## config.mk

```make
export PLATFORM = sky130hd
export DESIGN_NAME = cache_ctrl_fsm
export DESIGN_NICKNAME = d
export VERILOG_FILES = /design/src/rtl/cache_ctrl_fsm.sv
export SDC_FILE = /design/constraint.sdc
export NUM_CORES = 1
export LEC_CHECK = 0
export CAP_MARGIN = 25
export CORE_AREA = 4 4 41 43
export DETAILED_ROUTE_END_ITERATION = 7
export DIE_AREA = 0 0 45 47
export PLACE_DENSITY = 0.65
export SLEW_MARGIN = 20
export SYNTH_ARGS = -nofsm -noshare
export SYNTH_HDL_FRONTEND = slang
export SYNTH_SLANG_ARGS = --single-unit
```

## constraint.sdc

```tcl
create_clock -name clk -period 1.95 [get_ports clk]
set_clock_uncertainty 0.1 [all_clocks]
set_input_delay 0.39 -clock clk [delete_from_list [all_inputs] [get_ports clk]]
set_output_delay 0.39 -clock clk [all_outputs]
set_load 0.01 [all_outputs]
```

## src/rtl/cache_ctrl_fsm.sv

```systemverilog
// cache_ctrl_fsm: write-through D-cache controller FSM with internal memory wait counter; define WRITE_ALLOCATE_EN for write-allocate on write miss
module cache_ctrl_fsm #(
  parameter int MEM_WAIT = 4,
  parameter int CTR_W = $clog2(MEM_WAIT + 1)
) (
  input  logic clk,
  input  logic reset,
  input  logic strobe,
  input  logic rw,
  input  logic m,
  input  logic v,
  output logic rdy,
  output logic busy,
  output logic w,
  output logic wsel,
  output logic rsel,
  output logic mstrobe,
  output logic mrw
);
  localparam logic [3:0] IDLE       = 4'd0;
  localparam logic [3:0] READ       = 4'd1;
  localparam logic [3:0] READ_MISS  = 4'd2;
  localparam logic [3:0] READ_MEM   = 4'd3;
  localparam logic [3:0] READ_DATA  = 4'd4;
  localparam logic [3:0] WRITE      = 4'd5;
  localparam logic [3:0] WRITE_HIT  = 4'd6;
  localparam logic [3:0] WRITE_MISS = 4'd7;
  localparam logic [3:0] WRITE_MEM  = 4'd8;
  localparam logic [3:0] WRITE_DATA = 4'd9;
  localparam logic [CTR_W-1:0] CTR_LOAD = CTR_W'(MEM_WAIT - 1);
`ifdef WRITE_ALLOCATE_EN
  localparam logic ALLOC = 1'b1;
`else
  localparam logic ALLOC = 1'b0;
`endif
  logic [3:0] state, state_nx;
  logic [CTR_W-1:0] cnt, cnt_nx, cnt_dec;
  logic hit, cnt_zero;
  assign hit = m & v;
  assign cnt_zero = cnt == '0;
  assign cnt_dec = cnt_zero ? cnt : cnt - CTR_W'(1);
  // next state and wait counter: counter loads on entry to a memory state and counts down to zero there
  always_comb begin
    state_nx = IDLE;
    cnt_nx = cnt;
    case (state)
      IDLE: state_nx = strobe ? (rw ? WRITE : READ) : IDLE;
      READ: begin
        state_nx = hit ? READ_DATA : READ_MISS;
        cnt_nx = hit ? cnt : CTR_LOAD;
      end
      READ_MISS: begin
        state_nx = cnt_zero ? READ_MEM : READ_MISS;
        cnt_nx = cnt_dec;
      end
      READ_MEM: state_nx = READ_DATA;
      READ_DATA: state_nx = IDLE;
      WRITE: state_nx = hit ? WRITE_HIT : WRITE_MISS;
      WRITE_HIT, WRITE_MISS: begin
        state_nx = WRITE_MEM;
        cnt_nx = CTR_LOAD;
      end
      WRITE_MEM: begin
        state_nx = cnt_zero ? WRITE_DATA : WRITE_MEM;
        cnt_nx = cnt_dec;
      end
      WRITE_DATA: state_nx = IDLE;
      default: begin
        state_nx = IDLE;
        cnt_nx = '0;
      end
    endcase
  end
  // state register; reset abandons any memory access immediately
  always_ff @(posedge clk or posedge reset) begin
    if (reset) begin
      state <= IDLE;
      cnt <= '0;
    end else begin
      state <= state_nx;
      cnt <= cnt_nx;
    end
  end
  assign busy = (state != IDLE) && (state <= WRITE_DATA);
  assign rdy = (state == READ_DATA) || (state == WRITE_DATA);
  assign w = (state == READ_MEM) || (state == WRITE_HIT) || (ALLOC && state == WRITE_MISS);
  assign wsel = state == READ_MEM;
  assign rsel = (state == READ_MISS) || (state == READ_MEM);
  assign mstrobe = (state == READ_MISS) || (state == WRITE_MEM);
  assign mrw = state == WRITE_MEM;
endmodule

```

# Word level (Yosys, flattened, before mapping)
# Index checks and enable logic that the tools add are counted.
dict set report word_totals {
  output_inout_bits 7
  register_bits 7
  inputBits 6
  word_cells 39
}
dict set report classes {
  n_reduce_logical 12
  order_cmp 1
  n_eq_ne 11
  addsub 1
  muxes 10
  bitwise 2
}
# cell n
set op_table {}
lappend op_table {{one-hot mux 4 bit (7 select lines)} 1}
lappend op_table {{== test 4 x 3 -> 1 bit, second input constant} 4}
lappend op_table {{two-way mux 3 bit} 5}
lappend op_table {{one-hot mux 3 bit (4 select lines)} 1}
lappend op_table {{== test 4 x 2 -> 1 bit, second input constant} 2}
lappend op_table {{== test 4 bit, second input constant} 2}
lappend op_table {{OR reduction 5 bit} 1}
lappend op_table {{== test 4 x 1 -> 1 bit, second input constant} 1}
lappend op_table {{less-or-equal comparator 4 bit, second input constant} 1}
lappend op_table {{logical NOT 4 bit} 1}
lappend op_table {{logical OR 1 bit} 4}
lappend op_table {{!= test 2 bit, second input constant} 2}
lappend op_table {{nonzero test 4 bit} 1}
lappend op_table {{OR reduction 2 bit} 2}
lappend op_table {{logical NOT 3 bit} 1}
lappend op_table {{two-way mux 1 bit} 3}
lappend op_table {{AND reduction 3 bit} 1}
lappend op_table {{subtractor 3 x 1 -> 3 bit, second input constant} 1}
lappend op_table {{AND 1 bit} 1}
lappend op_table {{logical AND 1 bit} 1}
lappend op_table {{NOT 1 bit} 1}

# Depth between registers and ports, before layout
dict set report logic_depth {
  ltp_word 4
  mapped_depth 5
  ltp_nobuf 5
}

# Worst setup path after synthesis
# No wires, ideal clock.
dict set report synth_timing {
  path_kind {reg-to-output}
  startpoint {register state[1]}
  endpoint {output busy}
  t_required_ps 1460
  arrival_time_ps 1090
  path_buffers 1
  path_stages_with_launch 4
  setup_slack_ps 370
  path_cell_list {dfrtp_1 -> buf_2 -> nor4_1 -> nor2_1}
}
dict set report synth_via {
  elab_chain_len 2
  elab_cells_between_ends 3
  cone_classes {1 x order compare; 2 x reduce/logical}
}
# element line
set synth_rtl {}
lappend synth_rtl {{start: declaration} 36} ;# logic [3:0] state, state_nx;
lappend synth_rtl {{start signal: assignment} 80} ;# state <= state_nx;
lappend synth_rtl {{less-or-equal comparator 4 bit / nonzero test 4 bit (equally long branches)} 84} ;# assign busy = (state != IDLE) && (state <= WRITE_DATA);
lappend synth_rtl {{logical AND 1 bit *} 84}
lappend synth_rtl {{end: declaration} 13} ;# output logic busy,
# Mark *: on every way between the ends. The rest lies on a longest branch, timed or not.

# Worst setup path after layout
dict set report layout_timing {
  startpoint {register state[3]}
  endpoint {output busy}
}
# The elaborated chain is that of the path after synthesis.

==> results.md <==
* Die Width at 45 um
* Initial drt markers at 6
* Via count at 554
* Clk slew on worst S/H paths at 50 ps
* Depth of the CTS H-tree at 1
* Final Hold Vio Count at 0
* Port Buffers at 12
* Worst Setup End Kind: primary output
* Worst r2r src: state[1]
* Largest net degree at the start of global routing at 10
* Synthesized flop and latch total at 7
* ANT cells at 0
* Grt ovf at 0
* PD cells at 1650 nW/um^2
* Fin area at 791 um^2
* I/O pins at 13
* Max-cap viol count at 0
* Crit path from: state[3]
* Hold WC Path Type: input port to asynchronous set/reset pin
* Die height at roughly 47 um
* Synth warnings at 0
* R2r worst-path depth at 5
* Crit Path Category: register to primary output
* Switching Share at 0.419
* Vias/cell at 5.23
* Vias in the first global route at 526
* Worst vdd ir at 0.858 mV
* CORE AREA at approximately 1300 um^2
* Worst slew pin tran at 266 ps
* Gr usage total at 0.143
* Clock share of power at 0.097
* Core Util, Final at 0.608
* Sequential fraction of the synthesis area at 0.341
* Critical Path Slowest Stage Cell: dfrtp_2
* Clock Path Buffers at 2
* Slew Limit Fails at 0
* Commonest non-fill, non-tap cell in the layout: buf_4
* Seq pwr share at 0.226
* # hold bufs at CTS at 0
* Reg-to-reg setup timing slack at roughly 230 ps
* Mean Syn Cell Area at between 8 and 9 um^2
* DP Area at 701 um^2
* CP arrival at between 1000 and 1500 ps
* Yosys cell types at 25
* Min Hold Slack at 267 ps
* Worst path depth at 4
* TritonCTS clock tree: yes
* Leak at 0.385 nW
* Outcome: complete, no violations
* CP Data Required Time at approximately 1500 ps
* Post-DP HPWL at 923 um
* Max frequency at 0.517 GHz
* Period utilisation layout at 0.992
* Global-route wire length before repair at 2190 um
* DR WL/cell at 12.6 um
* Final WL at 1340 um
* Fraction of layout cells with a size suffix above 1 at 0.352
* Power Internal at 0.759 mW
* Starting Density at 0.394
* Row count at 13
* Worst setup endpoint: busy
* Most frequent cells in the layout: 13 x buf_4, 7 x a21oi_1, 6 x nor2_1
* # setup viols final at 0
* CTS root buffer: clkbuf_4
* Area Growth Syn to Fin at 54.1%
* Cells after synthesis at 63
* Tmin final at 1930 ps
* Initial antenna violation count at 0
* Clock latency on the worst-skew pair at 240 ps
* CTS buffer count at 3
* Post-Syn Area at between 500 and 600 um^2
* Crit start category: register
* Clock tree sinks at 7
* RR Endpoint: cnt[1]
* Family with the most delay on the worst path: buffers and inverters
* Worst slew margin relative to its limit at 0.821
* CP Max Fanout at 3
* Antenna violation net count after detailed routing at 0
* Switch Pwr at approximately 0.55 mW
* Layout Nets at 100
* DRC Markers at 0
* Yosys top cell area share at 0.341
* Fill cells at 133
* Leading post-synthesis cells by cell area: dfrtp_1 34%, a21oi_1 7.8%, nor2_1 5.1%, ha_1 4.9%, inv_1 4.4%
* Post-synth top area cell: dfrtp_1
* Dpl cells at 95
* Final cell count without fillers at 106
* Routability Congestion at 0.721
* Die area at 2120 um^2
* Buf+Inv Stages, Crit Path at 2
* Comb pwr share at 0.678
* Synthesized Nets at 71
* Worst path max stage delay at ~430 ps
* Critical-path cell list: buf_4 > nor4_4 > nor2_1 > dlygate4sd2_1
* Pre-antenna DRT Iters at 4
layer usage:
metal,track usage,vias to the layer above,share of wire,wire length (um)
li1,-,281,-,-
met3,0.0230,2,0.040,54
met1,0.168,260,0.43,577
met5,0,-,0,0
met4,0.0702,0,0.0060,8
met2,0.251,11,0.52,695
sequential cells by signal, summed over array words and instances (netlist names):
| register | count |
|---|---|
| cnt | 3 |
| state | 4 |
final cells by class:
class | instances | area [um^2] | area share
clock buffer | 4 | 26.3 | 0.0332
inverter | 6 | 22.5 | 0.0285
multi-input combinational | 46 | 324 | 0.410
sequential | 7 | 180 | 0.228
tap | 15 | 18.8 | 0.0237
timing repair buffer | 28 | 219 | 0.277
stage by stage:
stage	setup slack [ps]	setup TNS (ps)	power [mW]
floorplan	370	0	0.750
global placement	13.4	0	1.07
detailed placement	5.62	0	1.09
CTS	6.21	0	1.25
global route	-41.8	-41.8	1.43
finish	15.5	0	1.31
power groups by stage:
stage | Sequential [mW] | Combinational (mW) | Clock, mW
floorplan | 0.242 | 0.508 | 0
global placement | 0.296 | 0.776 | 0
detailed placement | 0.297 | 0.789 | 0
CTS | 0.286 | 0.827 | 0.136
global route | 0.304 | 0.983 | 0.142
finish | 0.295 | 0.886 | 0.126
worst min-delay path by stage:
stage               slack [ps]  cells past startpoint   start  endpoint
finish                     270                      2   reset    cnt[0]
global route               290                      2   reset    cnt[0]
floorplan                   90                      1   reset    cnt[0]
CTS                        270                      2   reset    cnt[0]
detailed placement         400                      1  cnt[1]    cnt[1]
global placement           390                      1  cnt[1]    cnt[1]
worst register-to-register path, stage by stage, from the launching register on:
cell and delay (ps):
dfrtp_2 460, dlymetal6s2s_1 210, buf_4 160, o21a_1 110, o32a_1 370, o22a_1 200
timing repair:
action	4_1_cts	5_1_grt
setup endpoints to repair	7	4
setup buffers	5	2
gates resized for setup	18	7
pin swaps	1	1
synth_stat cells:
master / instances
nor2_1: 7
ha_1: 2
nor3b_1: 1
o211ai_1: 1
inv_1: 6
a32o_1: 2
nand2b_4: 1
o21ai_0: 2
nor4_1: 2
nand2b_1: 2
a21oi_1: 8
a32oi_1: 1
nand2_1: 5
o22a_1: 2
o32a_1: 1
o21a_1: 1
dfrtp_1: 7
a31o_2: 1
clkbuf_1: 1
nor2b_1: 1
xor2_1: 1
and2_1: 3
buf_2: 3
nand3b_1: 1
o32ai_1: 1
cell families (layout without fill, tap and decap cells):
group                    Yosys count  count (layout)  share of synthesized area
AND/OR/NAND/NOR                   23              23                      0.241
AO/OA/AOI/OAI                     20              20                      0.271
buffers and inverters             10              38                     0.0805
flip-flops                         7               7                      0.341
adder cells (fa/ha/maj)            2               2                     0.0488
XOR/XNOR                           1               1                     0.0171
Note: power is estimated with default switching activity, not from simulation.
